--- config.mk ---
export PLATFORM = sky130hd
export DESIGN_NAME = exc_redirect_ctrl
export DESIGN_NICKNAME = d
export VERILOG_FILES = /design/src/rtl/exc_redirect_ctrl.sv
export SDC_FILE = /design/constraint.sdc
export NUM_CORES = 1
export LEC_CHECK = 0
export CAP_MARGIN = 20
export CORE_AREA = 2 2 84 86
export CTS_CLUSTER_SIZE = 20
export DETAILED_ROUTE_END_ITERATION = 10
export DIE_AREA = 0 0 86 88
export GPL_TIMING_DRIVEN = 0
export HOLD_SLACK_MARGIN = 0.08
export PLACE_DENSITY = 0.83
export SYNTH_ARGS = -nofsm -noshare
export SYNTH_HDL_FRONTEND = slang
export SYNTH_SLANG_ARGS = --single-unit
export TNS_END_PERCENT = 1
--- constraint.sdc ---
create_clock -name clk -period 5.2 [get_ports clk]
set_clock_uncertainty 0.15 [all_clocks]
set_input_delay 1.56 -clock clk [delete_from_list [all_inputs] [get_ports clk]]
set_output_delay 1.56 -clock clk [all_outputs]
set_load 0.05 [all_outputs]
--- src/rtl/exc_redirect_ctrl.sv ---
`default_nettype none
// ============================================================================
// Module   : exc_redirect_ctrl
// Purpose  : Exception/ERET redirect sequencer. Flushes the pipeline, drains
//            outstanding instruction-bus requests (marking stale responses for
//            discard), then presents the handler vector or EPC to fetch.
// Revision : 1.0 - initial release
// ============================================================================
module exc_redirect_ctrl #(
    parameter int          OUTST_W  = 3,
    parameter logic [31:0] VEC_BEV1 = 32'hBFC00380,
    parameter logic [31:0] VEC_BEV0 = 32'h80000180
) (
    input  logic        clk,
    input  logic        reset,
    input  logic        ws_valid,
    input  logic        ws_exc,
    input  logic        ws_eret,
    input  logic [31:0] cp0_epc,
    input  logic        cp0_bev,
    input  logic        inst_req_ok,
    input  logic        inst_data_ok,
    input  logic        redirect_ready,
    output logic        flush,
    output logic        fetch_hold,
    output logic        discard_resp,
    output logic        redirect_valid,
    output logic [31:0] redirect_pc,
    output logic        busy,
    output logic        cnt_err
);

    typedef enum logic [1:0] {
        IDLE     = 2'd0,
        DRAIN    = 2'd1,
        REDIRECT = 2'd2
    } state_t;

    localparam logic [OUTST_W-1:0] CNT_MAX  = '1;
    localparam logic [OUTST_W-1:0] CNT_ZERO = '0;
    localparam logic [OUTST_W-1:0] CNT_ONE  = {{(OUTST_W-1){1'b0}}, 1'b1};

    state_t             state;
    state_t             state_next;
    logic [OUTST_W-1:0] cnt;
    logic [OUTST_W-1:0] cnt_next;
    logic               cnt_ovf;
    logic               cnt_unf;
    logic [31:0]        target;
    logic [31:0]        target_next;
    logic               evt;

    assign evt = ws_valid && (ws_exc || ws_eret);

    // Outstanding-request counter: saturates at both ends and flags misuse.
    always_comb begin
        cnt_next = cnt;
        cnt_ovf  = 1'b0;
        cnt_unf  = 1'b0;
        if (inst_req_ok && !inst_data_ok) begin
            if (cnt == CNT_MAX) begin
                cnt_ovf = 1'b1;
            end else begin
                cnt_next = cnt + CNT_ONE;
            end
        end else if (!inst_req_ok && inst_data_ok) begin
            if (cnt == CNT_ZERO) begin
                cnt_unf = 1'b1;
            end else begin
                cnt_next = cnt - CNT_ONE;
            end
        end
    end

    // Next-state, target capture and the two combinational outputs.
    always_comb begin
        state_next   = state;
        target_next  = target;
        flush        = 1'b0;
        discard_resp = 1'b0;
        case (state)
            IDLE: begin
                if (evt) begin
                    flush = 1'b1;
                    // Exception has priority over ERET when both are flagged.
                    if (ws_exc) begin
                        target_next = cp0_bev ? VEC_BEV1 : VEC_BEV0;
                    end else begin
                        target_next = cp0_epc;
                    end
                    state_next = (cnt_next != CNT_ZERO) ? DRAIN : REDIRECT;
                end
            end
            DRAIN: begin
                // Every response seen here belongs to the flushed stream.
                discard_resp = inst_data_ok;
                if (cnt_next == CNT_ZERO) begin
                    state_next = REDIRECT;
                end
            end
            REDIRECT: begin
                if (redirect_ready) begin
                    state_next = IDLE;
                end
            end
            default: begin
                state_next = IDLE;
            end
        endcase
    end

    // State, counter, sticky error and latched target.
    always_ff @(posedge clk) begin
        if (reset) begin
            state   <= IDLE;
            cnt     <= CNT_ZERO;
            cnt_err <= 1'b0;
            target  <= 32'h0;
        end else begin
            state   <= state_next;
            cnt     <= cnt_next;
            cnt_err <= cnt_err | cnt_ovf | cnt_unf;
            target  <= target_next;
        end
    end

    // Registered outputs derived from the upcoming state so they align with it.
    always_ff @(posedge clk) begin
        if (reset) begin
            fetch_hold     <= 1'b0;
            busy           <= 1'b0;
            redirect_valid <= 1'b0;
            redirect_pc    <= 32'h0;
        end else begin
            fetch_hold     <= (state_next != IDLE);
            busy           <= (state_next != IDLE);
            redirect_valid <= (state_next == REDIRECT);
            redirect_pc    <= (state_next == REDIRECT) ? target_next : 32'h0;
        end
    end

endmodule
`default_nettype wire

==> results of run 1 <==
==> repair_timing <==
action                                 4_1_cts  5_1_grt
setup endpoints to repair                    1        1
setup buffers                                0        0
endpoints found under the hold margin        0        0
resized for setup                            1        2
==> synth_stat cells (all sizes together) (2+ instances only) <==
library cell	instances	share of area (%)
clkbuf	6	0.78
nor2b	2	0.52
nand2	5	0.82
o22ai	2	0.65
and2	3	0.65
inv	4	0.52
nor3b	20	7.1
nand2b	3	0.91
or3	4	0.87
ha	3	1.3
a21oi	72	18
dfxtp	72	50
buf	15	5.2
nor2	50	6.5
o21ai	4	0.69
==> cell type report <==
type                       instances  area, um^2  share of cell area [%]
buffer                            22         180                    4.55
timing repair buffer              77         766                    19.3
multi-input combinational        181        1240                    31.4
sequential                        72        1440                    36.4
clock buffer                       9         124                    3.13
inverter                           5        18.8                   0.474
tap                               80         100                    2.53
clock inverter                     6        85.1                    2.15
==> critical path: stages <==
cell	delay [ns]
clkdlybuf4s50_1	0.47
o21ai_1	0.08
or3_1	0.30
buf_2	0.19
buf_6	0.16
inv_1	0.14
clkbuf_2	0.31
==> logic make-up after synthesis <==
group,after synthesis,synth area share (%)
AOI/OAI and AO/OA,83,21.3
xor gates and xnor gates,1,0.954
adders and majority gates,3,1.30
buffers and inverters,27,6.89
DFF,72,50.0
and+or+nand+nor,94,19.6
==> power by group <==
part           switching (uW)  internal, uW  leakage, uW  total [uW]
Clock                     200           265     0.000101         465
Sequential               16.9           584     0.000585         601
Combinational             177           125     0.000740         302
Total                     394           974      0.00143        1370
==> registers in the layout, summed over array words and instances (netlist names) <==
register,flops
redirect_pc,32
busy,1
state,2
cnt_err,1
cnt,3
redirect_valid,1
target,32
==> per-layer routing <==
layer	track usage [%]	wire length, um	up-vias
met4	6.35	71	0
met5	0	0	-
li1	-	-	1124
met1	19.8	2740	1068
met3	7.63	454	8
met2	31.7	3250	62
==> stage by stage <==
stage | util, % | hold slack (ns) | cell area (um^2)
floorplan | - | 0.300 | 2890
global placement | 56.5 | 0.309 | 3760
detailed placement | 56.5 | 0.310 | 3760
CTS | 59.7 | 0.328 | 3960
global route | 59.6 | 0.352 | 3960
finish | 59.6 | 0.323 | 3960
==> final timing paths <==
kind                                    startpoint                         end  slack, ns  cells past startpoint
worst max register to register   cnt[0]$_SDFF_PP0_  redirect_pc[30]$_SDFF_PP0_       2.81                      8
worst max-delay path                       ws_eret                       flush       0.28                      7
worst min register to register  cnt_err$_SDFF_PP0_          cnt_err$_SDFF_PP0_       0.32                      2
worst min-delay path            cnt_err$_SDFF_PP0_          cnt_err$_SDFF_PP0_       0.32                      2
==> flow_metrics.tcl, run 1 <==
set metrics [dict create \
    cts_hold_buffers 0 \
    ys_ff_latch 72 \
    p_total_uw 1370 \
    power.density_mw_per_mm2 345 \
    crit_path_start_kind "input pin" \
    vdd_drop_max_mv 0.216 \
    grt_max_degree 13 \
    antenna-diode-count 0 \
    die_h_um 88 \
    synthArstFlopShare_pct 0 \
    fill_cells 569 \
    core_mm2 0.00664 \
    nets 412 \
    clkTransAtPathRegs_ns 0.08 \
    grt_pass1_vias 2336 \
    vias_per_cell 5.00 \
    grt-ovfl-total 0 \
    synthCells 280 \
    antenna_found_initial 0 \
    final_common_cell "clkdlybuf4s50_1" \
    root_buffer "clkbuf_8" \
    fin_crit_sh_pct 94.5 \
    cts_sinks 72 \
    start_util_pct 43.4 \
    yosysWarnings 0 \
    finalSetupViolCount 0 \
    areaGrowthSynthToFinish_pct 37.3 \
    htree_levels 3 \
    fp-row-count 30 \
    ios 79 \
    ys_types 43 \
    gp_congestion 0.766 \
    portBuffers 77 \
    rsz0062_at_grt "no" \
    drtIter0Drc 71 \
    drive_above_1_share_pct 23.7 \
    dp.cells 437 \
    final-hold-violation-count 0 \
    post-route-min-period_ns 4.92 \
    clk_path_buf_depth 2 \
    timing.fmax_mhz 203 \
    drv_slew 0 \
    die_x_um 86 \
    maxCapViolCount 0 \
    final_cells 452 \
    crit_required_ns 3.49 \
    die-area_mm2 0.00757 \
    drtAntennaViolNets 0 \
    clock_latency_ns 0.35 \
    hold_path_class "register to register" \
    critPathCaptureType "primary output" \
    worst_slack_ns 0.284 \
    cts_tree "built" \
    wl_per_cell_um 14.4 \
    synthesis.area_mm2 0.00289 \
    p_leak_uw 0.00143 \
    status "finished, final reports clean" \
    post-place-ws_ns -0.249 \
    slew_headroom_pct 51.6 \
    dpl.hpwl_um 4670 \
    syn_avg_cell_area_um2 10.3 \
    critPathMaxFanout 10 \
    layout_common_cells "clkdlybuf4s50_1, dfxtp_1, nor2_1" \
    first_pass_iters 4 \
    grt_pass1_wl_um 10600 \
    tightest_slew_ns 0.726 \
    cts_buffers 9 \
    routed-via-count 2262 \
    synth_fp_nets 324 \
    tns_ns 0 \
    drc 0 \
    yosysSeqAreaShare_pct 50.0 \
    critical_path_class "input pin to primary output" \
    wirelength_um 6520 \
    synthFlopType "dfxtp_1" \
    synth_edf_count 0 \
    grt_usage_pct 18.1 \
    cp.arrival_ns 3.21 \
]
(Power assumes the default switching activity.)
==> run 2, diff against run 1 <==
Settings changed: REMOVE_ABC_BUFFERS from default to 1, SLEW_MARGIN from default to 20.
==> run 2 against run 1 <==
Flip-flop and latch count stayed put; die area stayed put; worst hold slack better by 0.0078 ns; global-route usage is 1.7 points lower; final area is 3.4% lower; cell count is 3.5% lower; power is 3.9% lower; first-iteration DRC count is 18% lower; sequential share of layout area is 1.3 points higher; count of clock-buffer cells in the layout is 1 higher; maximum frequency is 1.8% lower; clock power is 6.5% lower; critical path type unchanged.
==> flow_metrics.tcl, run 2 (same netlist as run 1, synthesis figures left out) <==
set metrics [dict create \
    clk_path_buf_depth 2 \
    post-route-min-period_ns 5.00 \
    p_leak_uw 0.00136 \
    antenna-diode-count 0 \
    holdWs_ns 0.331 \
    layout_common_cells "clkdlybuf4s50_1, dfxtp_1, nor2_1" \
    critPathSlowestCell "or3_4" \
    vdd_drop_max_mv 0.192 \
    tightest_slew_ns 0.826 \
    wirelength_um 6370 \
    fin_crit_sh_pct 96.2 \
    slew_headroom_pct 44.8 \
    timing.fmax_mhz 200 \
    grt_pass1_vias 2102 \
    root_buffer "clkbuf_8" \
    areaGrowthSynthToFinish_pct 32.6 \
    drive_above_1_share_pct 23.6 \
    drtAntennaViolNets 0 \
    antenna_found_initial 0 \
    grt_use_met3_pct 4.05 \
    power.density_mw_per_mm2 343 \
    post-place-ws_ns -0.535 \
    multi_input_area_mm2 0.00126 \
    worst_slack_ns 0.195 \
    final-hold-violation-count 0 \
    grt_usage_pct 16.5 \
    grt_pass1_wl_um 9770 \
    grt_max_degree 63 \
    utilization_pct 57.6 \
    grt_use_met2_pct 27.3 \
    core_mm2 0.00664 \
    wl_per_cell_um 14.6 \
    drc 0 \
    hold_path_class "register to register" \
    status "finished, final reports clean" \
    vias_per_cell 5.06 \
    clock_latency_ns 0.34 \
    cts_buffers 9 \
    cts_sinks 72 \
    fill_cells 593 \
    dpl.hpwl_um 3990 \
    cts_tree "built" \
    start_util_pct 43.4 \
    crit_required_ns 3.49 \
    met1_usage_pct 20.4 \
    drv_slew 0 \
    crit_chain "clkdlybuf4s50_1 -> o21ai_1 -> or3_4 -> inv_1 -> clkdlybuf4s15_2" \
    nets 395 \
    finalSetupViolCount 0 \
    tns_ns 0 \
    seq_area_mm2 0.00144 \
    cp.arrival_ns 3.29 \
    htree_levels 3 \
    final_common_cell "clkdlybuf4s50_1" \
    critical_path_class "input pin to primary output" \
    critPathMaxFanout 31 \
    final_cells 436 \
    maxCapViolCount 0 \
    max_stage_delay_ns 0.54 \
    critPathCaptureType "primary output" \
    die_h_um 88 \
    reg.largest.list "redirect_pc (32), target (32), cnt (3)" \
    clkTransAtPathRegs_ns 0.08 \
    busiest_layer "met2" \
    drtIter0Drc 58 \
    first_pass_iters 4 \
    die-area_mm2 0.00757 \
    gp_congestion 0.795 \
    portBuffers 78 \
    grt-ovfl-total 0 \
    routed-via-count 2207 \
    fp-row-count 30 \
    dp.cells 419 \
    crit_path_start_kind "input pin" \
    ios 79 \
    cts_hold_buffers 0 \
    die_x_um 86 \
    rsz0062_at_grt "no" \
    post_cts_buffers 0 \
]
## run 2: cell types whose count changed in the layout (fill, tap and decap cells not counted), sizes merged
| cell | previous run | this run |
|---|---|---|
| inv | 4 | 5 |
| dlygate4sd1 | 1 | 0 |
| clkdlybuf4s50 | 76 | 75 |
| bufinv | 2 | 1 |
| clkbuf | 16 | 10 |
| or3 | 4 | 5 |
| clkdlybuf4s15 | 0 | 1 |
| buf | 15 | 5 |
| clkinv | 3 | 4 |
| clkinvlp | 2 | 1 |
## run 2: power by group
part           leakage (uW)  switching, uW  internal (uW)
clock network     0.0000968            211            224
registers          0.000585           18.3            583
logic              0.000680            170            107
total               0.00136            400            914
## run 2: critical path: cells and delay by family
| kind | cells | cell delay [ns] |
|---|---|---|
| buf+inv | 3 | 1.05 |
| simple gates | 1 | 0.54 |
| compound gates | 1 | 0.12 |
## run 2: timing repair
action                                  CTS  global route
cloned                                    0             1
endpoints found under the setup margin    1             1
resized for setup                         4             0
pin swaps                                 1             1
## run 2: final timing paths
| path | startpoint | end | slack, ns | cells after the start |
|---|---|---|---|---|
| setup / recovery | ws_eret | flush | 0.20 | 5 |
| hold / removal | cnt_err$_SDFF_PP0_ | cnt_err$_SDFF_PP0_ | 0.33 | 2 |
| setup reg to reg | cnt[0]$_SDFF_PP0_ | redirect_pc[15]$_SDFF_PP0_ | 2.53 | 7 |
| hold reg to reg | cnt_err$_SDFF_PP0_ | cnt_err$_SDFF_PP0_ | 0.33 | 2 |
## run 2: layout make-up
cell class	count	area share, %
Sequential cell	72	37.7
Multi-Input combinational cell	182	32.9
Timing Repair Buffer	81	21.2
Clock buffer	10	3.34
Tap cell	80	2.62
Clock inverter	6	1.80
Inverter	5	0.491
## run 2: routing by layer
layer	share of wire, %	wire length, um
met3	4.4	279
met5	0	0
met2	50	3200
met4	1.6	104
met1	44	2790
## run 2: through the flow
step / instance area [um^2] / total power, uW
after floorplan: 2710 / 791
after global placement: 3590 / 878
after detailed placement: 3620 / 888
after CTS: 3820 / 1320
after global routing: 3830 / 1380
final: 3830 / 1310
